===== src/rtl/maze_pkg.sv =====
// Shared types and the probe-order rule for the wall-following maze walker.
// Headings rotate counter-clockwise: EAST, NORTH, WEST, SOUTH.
package maze_pkg;

  typedef enum logic [1:0] {
    EAST  = 2'd0,
    NORTH = 2'd1,
    WEST  = 2'd2,
    SOUTH = 2'd3
  } dir_t;

  typedef enum logic [2:0] {
    IDLE,
    INIT,
    PROBE,
    EVAL,
    MOVE,
    DONE,
    FAIL
  } state_t;

  localparam bit HAND_RIGHT = 1'b0;
  localparam bit HAND_LEFT  = 1'b1;

  // Right hand probes right(+3), straight, left(+1), back(+2); left hand swaps the sides.
  function automatic dir_t turn(dir_t dir, logic [1:0] try_idx, bit hand);
    logic [1:0] offset;
    logic [1:0] raw;
    offset = hand ? (try_idx ^ 2'd1) : (try_idx + 2'd3);
    raw    = dir + offset;
    return dir_t'(raw);
  endfunction

endpackage


===== src/rtl/maze_probe_gen.sv =====
// Combinational neighbour generator: direction and address of the cell to probe
// for a given position, heading and try index.
module maze_probe_gen
  import maze_pkg::*;
#(
  parameter int ADDR_W = 6,
  parameter bit HAND   = HAND_RIGHT
) (
  input  logic [ADDR_W-1:0] pos_row,
  input  logic [ADDR_W-1:0] pos_col,
  input  dir_t              heading,
  input  logic [1:0]        try_idx,
  output logic [ADDR_W-1:0] cand_row,
  output logic [ADDR_W-1:0] cand_col,
  output dir_t              cand_dir
);

  dir_t dir;

  // No wrap handling: the walker stops on the border before any neighbour could wrap.
  always_comb begin
    dir      = turn(heading, try_idx, HAND);
    cand_dir = dir;
    cand_row = pos_row;
    cand_col = pos_col;
    unique case (dir)
      EAST:    cand_col = pos_col + ADDR_W'(1);
      NORTH:   cand_row = pos_row - ADDR_W'(1);
      WEST:    cand_col = pos_col - ADDR_W'(1);
      SOUTH:   cand_row = pos_row + ADDR_W'(1);
      default: cand_dir = dir;
    endcase
  end

endmodule


===== src/rtl/maze_walker.sv =====
// Wall-following maze walker: probes neighbours in hand-rule order through a
// single-bit maze memory, marks visited cells and stops on the border.
module maze_walker
  import maze_pkg::*;
#(
  parameter int                ADDR_W    = 6,
  parameter bit                HAND      = HAND_RIGHT,
  parameter int                STEP_W    = 16,
  parameter logic [STEP_W-1:0] MAX_STEPS = 16'hFFFF
) (
  input  logic              clk,
  input  logic              rst_n,
  input  logic              start,
  input  logic [ADDR_W-1:0] starting_row,
  input  logic [ADDR_W-1:0] starting_col,
  input  logic              maze_in,
  output logic [ADDR_W-1:0] row,
  output logic [ADDR_W-1:0] col,
  output logic              maze_oe,
  output logic              maze_we,
  output logic              busy,
  output logic              done,
  output logic              fail,
  output logic [STEP_W-1:0] step_count
);

  localparam logic [ADDR_W-1:0] MAXC = '1;

  state_t            state, state_nxt;
  logic [ADDR_W-1:0] pos_row, pos_col, pos_row_nxt, pos_col_nxt;
  dir_t              heading, heading_nxt;
  dir_t              cand_dir_q, cand_dir_q_nxt;
  logic [1:0]        try_idx, try_nxt;
  logic [ADDR_W-1:0] cand_row, cand_col;
  dir_t              cand_dir;
  logic [ADDR_W-1:0] row_nxt, col_nxt;
  logic              oe_nxt, we_nxt, busy_nxt, done_nxt, fail_nxt;
  logic [STEP_W-1:0] step_nxt, step_inc;

  function automatic logic on_border(logic [ADDR_W-1:0] r, logic [ADDR_W-1:0] c);
    return (r == '0) || (r == MAXC) || (c == '0) || (c == MAXC);
  endfunction

  // Fed with next-cycle position/heading/try so the probe address is registered on entry to PROBE.
  maze_probe_gen #(
    .ADDR_W (ADDR_W),
    .HAND   (HAND)
  ) u_probe_gen (
    .pos_row  (pos_row_nxt),
    .pos_col  (pos_col_nxt),
    .heading  (heading_nxt),
    .try_idx  (try_nxt),
    .cand_row (cand_row),
    .cand_col (cand_col),
    .cand_dir (cand_dir)
  );

  // Walk control: state, position, heading, try index and status flags.
  always_comb begin
    // NOTE: every variable gets a default first so no path can infer a latch.
    state_nxt   = state;
    pos_row_nxt = pos_row;
    pos_col_nxt = pos_col;
    heading_nxt = heading;
    try_nxt     = try_idx;
    busy_nxt    = busy;
    done_nxt    = done;
    fail_nxt    = fail;
    step_inc    = step_count + STEP_W'(1);
    step_nxt    = step_count;

    case (state)
      IDLE, DONE, FAIL: begin
        if (start) begin
          state_nxt   = INIT;
          pos_row_nxt = starting_row;
          pos_col_nxt = starting_col;
          heading_nxt = EAST;
          try_nxt     = 2'd0;
          step_nxt    = '0;
          busy_nxt    = 1'b1;
          done_nxt    = 1'b0;
          fail_nxt    = 1'b0;
        end
      end
      INIT: begin
        if (on_border(pos_row, pos_col)) begin
          state_nxt = DONE;
          done_nxt  = 1'b1;
          busy_nxt  = 1'b0;
        end else begin
          state_nxt = PROBE;
        end
      end
      PROBE: state_nxt = EVAL;
      EVAL: begin
        if (!maze_in) begin
          state_nxt = MOVE;
        end else if (try_idx == 2'd3) begin
          state_nxt = FAIL;
          fail_nxt  = 1'b1;
          busy_nxt  = 1'b0;
        end else begin
          state_nxt = PROBE;
          try_nxt   = try_idx + 2'd1;
        end
      end
      MOVE: begin
        // row/col still hold the accepted candidate from the last probe.
        pos_row_nxt = row;
        pos_col_nxt = col;
        heading_nxt = cand_dir_q;
        try_nxt     = 2'd0;
        step_nxt    = step_inc;
        if (on_border(row, col)) begin
          state_nxt = DONE;
          done_nxt  = 1'b1;
          busy_nxt  = 1'b0;
        end else if (step_inc == MAX_STEPS) begin
          state_nxt = FAIL;
          fail_nxt  = 1'b1;
          busy_nxt  = 1'b0;
        end else begin
          state_nxt = PROBE;
        end
      end
      default: state_nxt = IDLE;
    endcase
  end

  // Memory interface: address, read strobe and visit-mark strobe for the next cycle.
  always_comb begin
    row_nxt        = row;
    col_nxt        = col;
    oe_nxt         = 1'b0;
    we_nxt         = 1'b0;
    cand_dir_q_nxt = cand_dir_q;
    if (state_nxt == PROBE) begin
      row_nxt        = cand_row;
      col_nxt        = cand_col;
      oe_nxt         = 1'b1;
      cand_dir_q_nxt = cand_dir;
    end else if (state_nxt == INIT) begin
      row_nxt = starting_row;
      col_nxt = starting_col;
      we_nxt  = 1'b1;
    end else if (state_nxt == MOVE) begin
      we_nxt = 1'b1;
    end
  end

  always_ff @(posedge clk or negedge rst_n) begin
    if (!rst_n) begin
      state      <= IDLE;
      pos_row    <= '0;
      pos_col    <= '0;
      heading    <= EAST;
      cand_dir_q <= EAST;
      try_idx    <= 2'd0;
      row        <= '0;
      col        <= '0;
      maze_oe    <= 1'b0;
      maze_we    <= 1'b0;
      busy       <= 1'b0;
      done       <= 1'b0;
      fail       <= 1'b0;
      step_count <= '0;
    end else begin
      // NOTE: non-blocking assignments so every register samples pre-edge values.
      state      <= state_nxt;
      pos_row    <= pos_row_nxt;
      pos_col    <= pos_col_nxt;
      heading    <= heading_nxt;
      cand_dir_q <= cand_dir_q_nxt;
      try_idx    <= try_nxt;
      row        <= row_nxt;
      col        <= col_nxt;
      maze_oe    <= oe_nxt;
      maze_we    <= we_nxt;
      busy       <= busy_nxt;
      done       <= done_nxt;
      fail       <= fail_nxt;
      step_count <= step_nxt;
    end
  end

endmodule


===== config.mk =====
export PLATFORM = sky130hd
export DESIGN_NAME = maze_walker
export DESIGN_NICKNAME = d
export VERILOG_FILES = /design/src/rtl/maze_pkg.sv /design/src/rtl/maze_probe_gen.sv /design/src/rtl/maze_walker.sv
export SDC_FILE = /design/constraint.sdc
export NUM_CORES = 1
export LEC_CHECK = 0
export CORE_MARGIN = 4
export CORE_UTILIZATION = 40
export DETAILED_ROUTE_END_ITERATION = 16
export GPL_TIMING_DRIVEN = 0
export SLEW_MARGIN = 20
export SYNTH_ARGS = -nofsm -noshare
export SYNTH_HDL_FRONTEND = slang
export SYNTH_HIERARCHICAL = 1
export SYNTH_SLANG_ARGS = --single-unit
export TNS_END_PERCENT = 5

===== constraint.sdc =====
create_clock -name clk -period 5.2 [get_ports clk]
set_input_delay 1.56 -clock clk [delete_from_list [all_inputs] [get_ports clk]]
set_output_delay 1.56 -clock clk [all_outputs]
set_load 0.005 [all_outputs]

; Word-level counts from Yosys, hierarchy flattened
; Index checks and enable logic that the tools add are counted.
[classes]
eq_ne = 26
mux = 45
n_bitwise = 0
n_reduce_logical = 22
shift = 0
n_mul = 0
magnitude_cmp = 0
div_mod_pow = 0
add_sub_neg = 8
[ops]
columns = cell, count
row1 = $pmux W6 S2, 4
row2 = $mux W6, 6
row3 = $pmux W16 S2, 1
row4 = $eq A6 B6 Y1 const B, 4
row5 = $logic_not A6 Y1, 4
row6 = $mux W3, 6
row7 = $mux W1, 17
row8 = $add A16 B1 Y16 const B, 1
row9 = $eq A16 B16 Y1 const B, 1
row10 = $mux W16, 1
row11 = $pmux W3 S5, 1
row12 = $ne A2 B2 Y1 const B, 7
row13 = $add A6 B1 Y6 const B, 2
row14 = $eq A3 B3 Y1 const B, 4
row15 = $reduce_and A6 Y1, 2
row16 = $sub A6 B1 Y6 const B, 2
row17 = $eq A3 B2 Y1 const B, 3
row18 = $mux W2, 4
row19 = $eq A2 B2 Y1 const B, 3
row20 = $eq A3 B1 Y1 const B, 2
row21 = $logic_or A1 B1 Y1, 6
row22 = $pmux W1 S3, 2
row23 = $pmux W2 S3, 1
row24 = $reduce_bool A3 Y1, 2
row25 = 14 further kinds, 15
[word_totals]
mem_bits_rw = 0
rom_bits = 0
latch_bits = 0
elab_cells = 115
input_bits = 16
regBits = 54
mem_count = 0

; Depth between registers and ports, before layout
; Gate-level depths: netlist of run 1.
[depth]
word_depth = 10
mapped_depth = 19

; Modules after synthesis
; Netlist of run 1, hierarchy kept.
[by_module_without_submodules]
columns = mod, cells_each, area_per_inst_um2, instances
row1 = maze_walker, 341, 3035.4, 1
row2 = maze_probe_gen, 59, 441.7, 1

; Worst setup path after synthesis of run 1
; OpenSTA, ideal clock, no wires.
[synth_timing]
path_kind = input to register
from = input port start
to = register row[5]
stages = 19
slack_ns = 0.318
t_arrival_ns = 4.757
required_time_ns = 5.075
n_path_buf = 2
setup_time_ns = 0.125
path_cell_list = clkbuf_1 o21bai_1 a21oi_1 nor2_1 clkbuf_1 a22o_1 inv_1 ha_1 xor2_1 xnor2_2 inv_1 nand2_1 ha_1 a21o_1 a21oi_1 and3_1 o21ai_0 xnor2_1 mux2_2
[synth_via]
elab_cells_between_ends = 19
cone_classes = add/sub (4) / eq/ne (4) / mux (10) / reduce/logical (1)
[synth_lines]
columns = element, line_no
row1 = "start, declared", maze_walker.sv:13  ; input logic start,
row2 = $mux W2 *, maze_walker.sv:74  ; if (start) begin
row3 = $pmux W2 S2 *, maze_walker.sv:72  ; case (state)
row4 = named net heading_nxt[0], maze_walker.sv:31  ; dir_t heading, heading_nxt;
row5 = $add A2 B2 Y2 *, maze_pkg.sv:30  ; raw = dir + offset;
row6 = named net cand_dir[1], maze_walker.sv:35  ; dir_t cand_dir;
row7 = $eq A2 B2 Y1 or $eq A2 B1 Y1 (tied branches), maze_probe_gen.sv:26  ; unique case (dir)
row8 = $pmux W6 S2 *, maze_probe_gen.sv:26
row9 = named net cand_row[5], maze_walker.sv:34  ; logic [ADDR_W-1:0] cand_row, cand_col;
row10 = $mux W6 *, maze_walker.sv:138  ; if (state_nxt == PROBE) begin
row11 = "end signal, assigned", maze_walker.sv:176  ; row <= row_nxt;
row12 = "end, declared", maze_walker.sv:17  ; output logic [ADDR_W-1:0] row,
; Mark *: on every way through the listed nets, which the timed path passes. The rest lies on a longest branch.
; A chain may end at the register's enable or synchronous reset.

; Worst setup path after layout of run 1
[layout_timing]
from = input port maze_in
to = register col[4]
[layout_via]
elab_chain_cells = 7
elab_cells_between_ends = 13
cone_classes = add/sub (2) / eq/ne (3) / mux (6) / reduce/logical (2)
[layout_rtl]
columns = element, line_no
row1 = "start, declared", maze_walker.sv:16  ; input logic maze_in,
row2 = $mux W2 *, maze_walker.sv:97  ; if (!maze_in) begin
row3 = $pmux W2 S3 *, maze_walker.sv:72
row4 = named net try_nxt[0], maze_walker.sv:33  ; logic [1:0] try_idx, try_nxt;
row5 = $add A2 B2 Y2 *, maze_pkg.sv:29  ; offset = hand ? (try_idx ^ 2'd1) : (try_idx + 2'd3);
row6 = $add A2 B2 Y2 *, maze_pkg.sv:30
row7 = $eq A2 B2 Y1 or $logic_not A2 Y1 (tied branches), maze_probe_gen.sv:26
row8 = $pmux W6 S2 *, maze_probe_gen.sv:26
row9 = named net cand_col[4], maze_walker.sv:34
row10 = $mux W6 *, maze_walker.sv:138
row11 = "end signal, assigned", maze_walker.sv:177  ; col <= col_nxt;
row12 = "end, declared", maze_walker.sv:18  ; output logic [ADDR_W-1:0] col,
; Marks and branches as above.

==> results.md, run 1 <==
* Non-filler cells, final at 561
* Drt wl/cell at between 15 and 20 µm
* Netlist area before placement at 0.00348 mm²
* Critical Setup Path Class: in2reg
* Buffers added on ports at 47
* Sw Pwr at approximately 1.3 mW
* TritonCTS clock tree: done
* Share of synthesized cell area in and, or, nand and nor gates at 27.7%
* Vertical extent of the die at about 100 µm
* Most area-consuming cells after synthesis: dfrtp_1 39%, nand2_1 9.5%, o21ai_0 5.0%
* Switching fraction of total power at around 44%
* Top-level port count at between 40 and 50
* Final ANT Viol Nets at 0
* Total GRT Usage at a little under a fifth
* Starting utilization of the core area at between 40% and 50%
* Clock sink count at 54
* Origin of the worst min-delay path: done
* Path type of the worst min-delay path: reg2reg
* Die width at approximately 100 µm
* Layout cell share with drive strength beyond 1 at ~11%
* Primary flip-flop cell chosen by synthesis mapping: dfrtp_1
* Number of register bits inferred by synthesis at 54
* Vias in the first global route at between 2,000 and 3,000
* CTS buffer count at 5
* Sum of overflow across all layers after global routing at 0
* FFs w/ async S/R, synth at 100%
* Global-route wire length before repair at 15.5 mm
* Via count at about 3,200
* Total wirelength of the detailed-routed design at slightly above 9 mm
* Number of antenna violations at the first check in global routing at 0
* Yosys Warn Count at 6
* Relative slew slack at roughly half
* Commonest cells after routing, fill and taps aside: 87 x nand2_1, 54 x dfrtp_1, 46 x clkdlybuf4s50_1
* Cell accounting for the most synthesized area: dfrtp_1
* Worst path arrival time at around 5.2 ns
* Row cnt at 33
* Half-perimeter wire length of the detailed placement result at around 6.6 mm
* Count of inserted antenna diode cells at 0
* Outcome: finished, final reports clean
* Critical path buffer and inverter count at 3
* Area share of the largest cell type after synthesis at 38.9%
* Deepest level of the CTS H-tree at 2
* Cell count of the worst hold path at 2
* Mux cell area share after synthesis at 6.48%
* Critical Path Source: maze_in
* Worst clock skew at approximately 0.016 ns
* CP Launch Type: input pin
* Number of placed instances, taps included at approximately 550
* Part of the power in combinational logic at between 60% and 70%
* Number of cells produced by synthesis at 400
* Clock Path Buffers at 2
* Routability Congestion at approximately 0.90
* 1st-pass router iterations at 4
* Count of cell instances traversed by the critical path at 18
* Highest cell delay on the worst timing path at 0.57 ns
* Final worst-path cycle share at between 90% and 100%
* Area growth from synthesis to layout at 21.2%
* Cell with the largest stage delay on the worst path: clkdlybuf4s50_1
* DR DRC count at 0
* Compound-gate portion of the synthesized area at approximately 16%
* Net count of the finished layout at 480
* Worst-Skew Late Latency at approximately 0.32 ns
* DRC marker count from the first detailed-route iteration at 171
* Worst reg2reg startpoint: state[2]
* Hold Vio Cnt, Final at 0
* Worst vdd ir at a little over 0.0005 V
* Dominant combinational cell family by area after synthesis: simple AND/OR/NAND/NOR gates
* Worst reg2reg setup slack at ~0.97 ns
* Total of endpoints with negative setup slack in the final report at 0
* Vias/cell at between 5 and 6
* Number of violations of the max-capacitance limit at 0
* Register area share after synthesis at 38.9%
* Relative contribution of the clock network to total power at 10.1%
* Max Transition Viols Final at 0
* Worst-margin pin slew at around 0.76 ns
* Clock slew at reported path FFs at approximately 0.11 ns
* Post-synthesis adder-cell area fraction at ~3.5%
* Most common cell after layout, fill and taps aside: nand2_1
* Final standard cell utilization of the core at 50.5%
* Pin count of the biggest net entering global routing at 55
* Number of synthesized flops with an enable pin at 0
* Final worst path period need at 5.00 ns
* Die outline area at 0.0102 mm²
* Critical-path cell list: clkdlybuf4s50_1 -> nand2_1 -> nor2_2 -> nor2_1 -> a2111oi_2 -> inv_1 -> ha_1 -> xor2_2 -> xnor2_2 -> buf_4 -> nor2_1 -> xor2_1 -> ha_1 -> or4_1 -> nor2_1 -> o21ai_1 -> xnor2_1 -> mux2_4
* Maximum achievable frequency at roughly 200 MHz
* Largest delay share family, worst path: simple AND/OR/NAND/NOR gates
* Depth of the worst register-to-register path at 18
* Sequential group share of total power at between 20% and 30%
* Library cell used as clock root buffer: clkbuf_8
* Net Count, Synth at 425
* Xor/xnor share of the synthesized area at between 3 and 4%
* Static leakage at between 1.5 and 2 nW
* Top fanout value on the critical path at 9
* Cell repeated most along the worst path: nor2_1
* Worst hold margin at about 0.48 ns
* Endpoint class of the critical path: register
* Unrepaired setup endpoints after global routing: false
* Total power divided by cell area at 688 mW/mm²
* Core region area at about 0.0083 mm²
* Worst path required time at around 5.4 ns
* Design Power at 2.90 mW
* Post-synthesis area per instance at 8.69 µm²
* Number of unique standard cell types used by synthesis at 57
* Number of hold buffers added after cts at 0
* P_int at around 1.6 mW
-- worst reg2reg max path, stage by stage, from the launching register on --
cell and delay [ns]:
dfrtp_1 0.34, clkbuf_1 0.30, nand2b_1 0.19, nor2_4 0.32, clkbuf_1 0.45, a22o_1 0.25
inv_1 0.05, ha_1 0.22, xor2_2 0.16, xnor2_2 0.21, buf_4 0.20, nor2_1 0.06
xor2_1 0.15, ha_1 0.23, or4_1 0.40, nor2_1 0.10, o21ai_1 0.10, xnor2_1 0.15
mux2_4 0.26
-- metrics by stage --
stage                     setup slack, ns  setup TNS, ns  area, µm²
final                               0.196              0       4210
after global routing               0.0162              0       4210
after CTS                          0.0449              0       4190
after detailed placement           -0.546          -1.77       4080
after global placement             -0.506          -1.52       4080
after floorplan                     0.318              0       3480
-- what timing repair did --
item                                    4_1_cts  5_1_grt
buffers inserted                              1        0
resized for setup                             0       10
endpoints found under the setup margin        3        4
pin swaps                                     1        0
-- flip-flops by register name, indices dropped and copies added, names as in the netlist --
register and count:
step_count 16, col 6, fail 1, heading 2
try_idx 2, pos_col 6, busy 1, state 3
row 6, cand_dir_q 2, done 1, maze_oe 1
pos_row 6, maze_we 1
-- synthesized netlist by cell type (3+ instances only) --
| cell type | count |
|---|---|
| mux2_4 | 9 |
| nand2b_1 | 3 |
| dfrtp_1 | 54 |
| a21oi_1 | 14 |
| xor2_1 | 7 |
| nor2b_1 | 7 |
| nor2_1 | 25 |
| nand3_1 | 23 |
| and2_1 | 3 |
| o31ai_1 | 4 |
| or4_1 | 5 |
| buf_2 | 4 |
| mux2_2 | 8 |
| nand2_1 | 88 |
| nand4b_1 | 3 |
| inv_1 | 7 |
| xnor2_1 | 6 |
| and3_1 | 3 |
| a22o_1 | 4 |
| clkbuf_1 | 13 |
| a211oi_1 | 3 |
| nor3_1 | 11 |
| a31oi_1 | 5 |
| o21ai_0 | 35 |
| ha_1 | 8 |
| nand4_1 | 7 |
| a21o_1 | 3 |
-- worst paths after layout --
path / end
setup / recovery: col[4]
hold reg to reg: done
setup reg to reg: col[4]
max in group asynchronous: state[1]
min in group asynchronous: step_count[6]
hold / removal: done
-- final cells by class --
class,instances,area [µm²]
inverter,7,26.3
clock inverter,3,40.0
sequential,54,1350
fill,830,4130
buffer,19,90.1
tap,105,131
clock buffer,5,68.8
multi-input combinational,320,2030
timing repair buffer,48,475
-- power by group through the flow --
stage / Clock (mW) / Combinational (mW) / Sequential, mW
after global routing: 0.319 / 2.12 / 0.733
final: 0.292 / 1.90 / 0.709
after CTS: 0.305 / 1.87 / 0.708
after detailed placement: 0 / 1.84 / 0.715
after floorplan: 0 / 1.35 / 0.687
after global placement: 0 / 1.81 / 0.714
-- logic make-up (layout without fill, tap and decap cells) --
family / Yosys count / in the layout
xor+xnor: 14 / 14
simple gates: 192 / 192
mux: 17 / 17
fa+ha+maj: 9 / 9
buf+inv: 26 / 82
flops: 54 / 54
compound gates: 88 / 88
-- layer usage --
metal	part of all wire, %	up-vias	global-route usage [%]
li1	-	1544	-
met1	47	1540	27.1
met2	46	100	30.2
met3	5.5	7	2.62
met4	0.89	0	4.09
met5	0	-	0
(Power assumes the default switching activity.)
==> inputs of run 2 (changes only) <==
CORE_MARGIN = 2   (was 4)
CORE_UTILIZATION = 41   (was 40)
PLACE_DENSITY_LB_ADDON = 0.12   (was default)
==> run 2 against run 1 <==
Global-route usage rose by 2.3 points; register-to-register slack got worse by 0.03 ns; first-iteration DRC count rose by 21%; largest cell class unchanged; die area fell by 9.9%; highest routed layer unchanged; clock power fell by 3%; worst setup slack improved by 0.15 ns; non-clock buffer count did not move; critical path type unchanged.
==> results.md, run 2 (synthesized netlist as in run 1, its figures left out) <==
* Vias in the first global route at 2,950
* Commonest cells after routing, fill and taps aside: 87 x nand2_1, 54 x dfrtp_1, 46 x clkdlybuf4s50_1
* Global-route wire length before repair at about 15 mm
* Sum of overflow across all layers after global routing at 0
* Highest cell delay on the worst timing path at ~0.4 ns
* Critical Setup Path Class: in2reg
* Cell with the largest stage delay on the worst path: or4_1
* Number of antenna violations at the first check in global routing at 0
* Endpoint class of the critical path: register
* Clock Path Buffers at 2
* Hold Vio Cnt, Final at 0
* Non-filler cells, final at around 560
* Top-level port count at 49
* Post-route cell area at 0.00422 mm²
* Final ANT Viol Nets at 0
* Die outline area at about 0.0092 mm²
* Pin count of the biggest net entering global routing at between 50 and 60
* Most common cell after layout, fill and taps aside: nand2_1
* Final worst path period need at 4.85 ns
* Termination of the worst setup path: col[4]
* Total power divided by cell area at between 600 and 700 mW/mm²
* Starting utilization of the core area at 42.3%
* Outcome: finished, final reports clean
* Worst hold margin at between 0.4 and 0.5 ns
* Number of violations of the max-capacitance limit at 0
* Count of cell instances traversed by the critical path at 19
* Final worst-path cycle share at 93.3%
* Number of hold buffers added after cts at 0
* Worst clock skew at 0.00831 ns
* Total GRT Usage at between 20% and 30%
* Worst-Skew Late Latency at 0.31 ns
* Worst path arrival time at a little over 5 ns
* Setup WS pre-CTS at -0.508 ns
* Static leakage at 1.82 nW
* Path type of the worst min-delay path: reg2reg
* Worst-margin pin slew at slightly above 0.7 ns
* Clock slew at reported path FFs at 0.10 ns
* Maximum achievable frequency at slightly above 200 MHz
* Worst path required time at 5.41 ns
* Routability Congestion at 0.894
* Buffers added on ports at 47
* Relative slew slack at between 50% and 60%
* Depth of the worst register-to-register path at 18
* Core region area at 0.00822 mm²
* Half-perimeter wire length of the detailed placement result at between 6 and 7 mm
* Total of endpoints with negative setup slack in the final report at 0
* Layout cell share with drive strength beyond 1 at between 10 and 15%
* Max Transition Viols Final at 0
* CP Launch Type: input pin
* Count of inserted antenna diode cells at 0
* Drt wl/cell at between 15 and 20 µm
* Max reg flops at 16
* Net count of the finished layout at 480
* Worst reg2reg startpoint: state[2]
* Worst vdd ir at roughly 0.00066 V
* Critical Path Source: start
* Deepest level of the CTS H-tree at 2
* Cell area after placement at slightly above 0.004 mm²
* Worst path setup slack after routing at between 0.3 and 0.4 ns
* Library cell used as clock root buffer: clkbuf_8
* CTS buffer count at 5
* Vias/cell at between 5 and 6
* Area growth from synthesis to layout at 21.2%
* Via count at approximately 3,200
* Total wirelength of the detailed-routed design at just over 9 mm
* Number of placed instances, taps included at 552
* Row cnt at 33
* Critical path buffer and inverter count at 4
* DR DRC count at 0
* DRC marker count from the first detailed-route iteration at 207
* Top fanout value on the critical path at 10
* Cell repeated most along the worst path: nor2_1
* Accumulated negative setup slack at 0 ns
* Largest delay share family, worst path: simple AND/OR/NAND/NOR gates
* Crit Reg-Reg Endpoint: col[4]
* Worst reg2reg setup slack at around 0.94 ns
* Largest Register: step_count
* Critical-path cell list: clkbuf_2 -> o21bai_1 -> a21oi_1 -> nor2_1 -> clkbuf_2 -> a22o_1 -> inv_1 -> ha_1 -> xor2_2 -> xnor2_2 -> buf_4 -> nor2_1 -> xor2_1 -> ha_1 -> or4_1 -> nor2_1 -> o21ai_1 -> xnor2_1 -> mux2_4
* 1st-pass router iterations at 5
* Clock sink count at 54
* TritonCTS clock tree: done
* Vertical extent of the die at 96.1 µm
* Unrepaired setup endpoints after global routing: false
* Die width at 96.1 µm
run 2: how the worst min path moves through the flow:
stage	from	end	slack, ns	cells after the start
floorplan	heading[0]	heading[0]	0.47	1
global placement	done	done	0.46	2
detailed placement	done	done	0.47	2
CTS	done	done	0.50	2
global route	done	done	0.52	2
finish	done	done	0.49	2
run 2: final cells by class:
| cell class | count | area (µm²) |
|---|---|---|
| multi-input cells | 320 | 2030 |
| clock buffers | 8 | 110 |
| plain buffers | 19 | 90.1 |
| well taps | 105 | 131 |
| flip-flops and latches | 54 | 1350 |
| inverters | 7 | 26.3 |
| fillers | 795 | 4000 |
| repair buffers | 48 | 475 |
run 2: tightest hold or removal path: cells and delay by family, from the launching register on:
kind,cells,cell delay (ns)
flip-flops,1,0.36
AND/OR/NAND/NOR,2,0.10
run 2: routing by layer:
metal | vias up | wire (µm) | global-route usage, %
met2 | 97 | 4460 | 35.4
met5 | - | 0 | 0
met3 | 4 | 482 | 2.66
met1 | 1546 | 4140 | 29.2
met4 | 0 | 76 | 4.88
li1 | 1549 | - | -
run 2: metrics by stage:
| stage | total power, mW | util [%] |
|---|---|---|
| 2_1_floorplan | 2.04 | - |
| 3_3_place_gp | 2.51 | 49.6 |
| 3_5_place_dp | 2.54 | 49.6 |
| 4_1_cts | 2.85 | 51.0 |
| 5_1_grt | 3.12 | 51.3 |
| 6_report | 2.88 | 51.3 |
run 2: power by group:
part	total (mW)	switching [mW]	internal, mW
logic	1.88	0.984	0.899
registers	0.710	0.137	0.573
clock network	0.282	0.147	0.135
total	2.88	1.27	1.61
run 2: repair_timing:
item / in CTS / in global routing
setup endpoints to repair: 1 / 5
setup buffers: 1 / 0
resized for setup: 0 / 9
pin swaps: 1 / 1
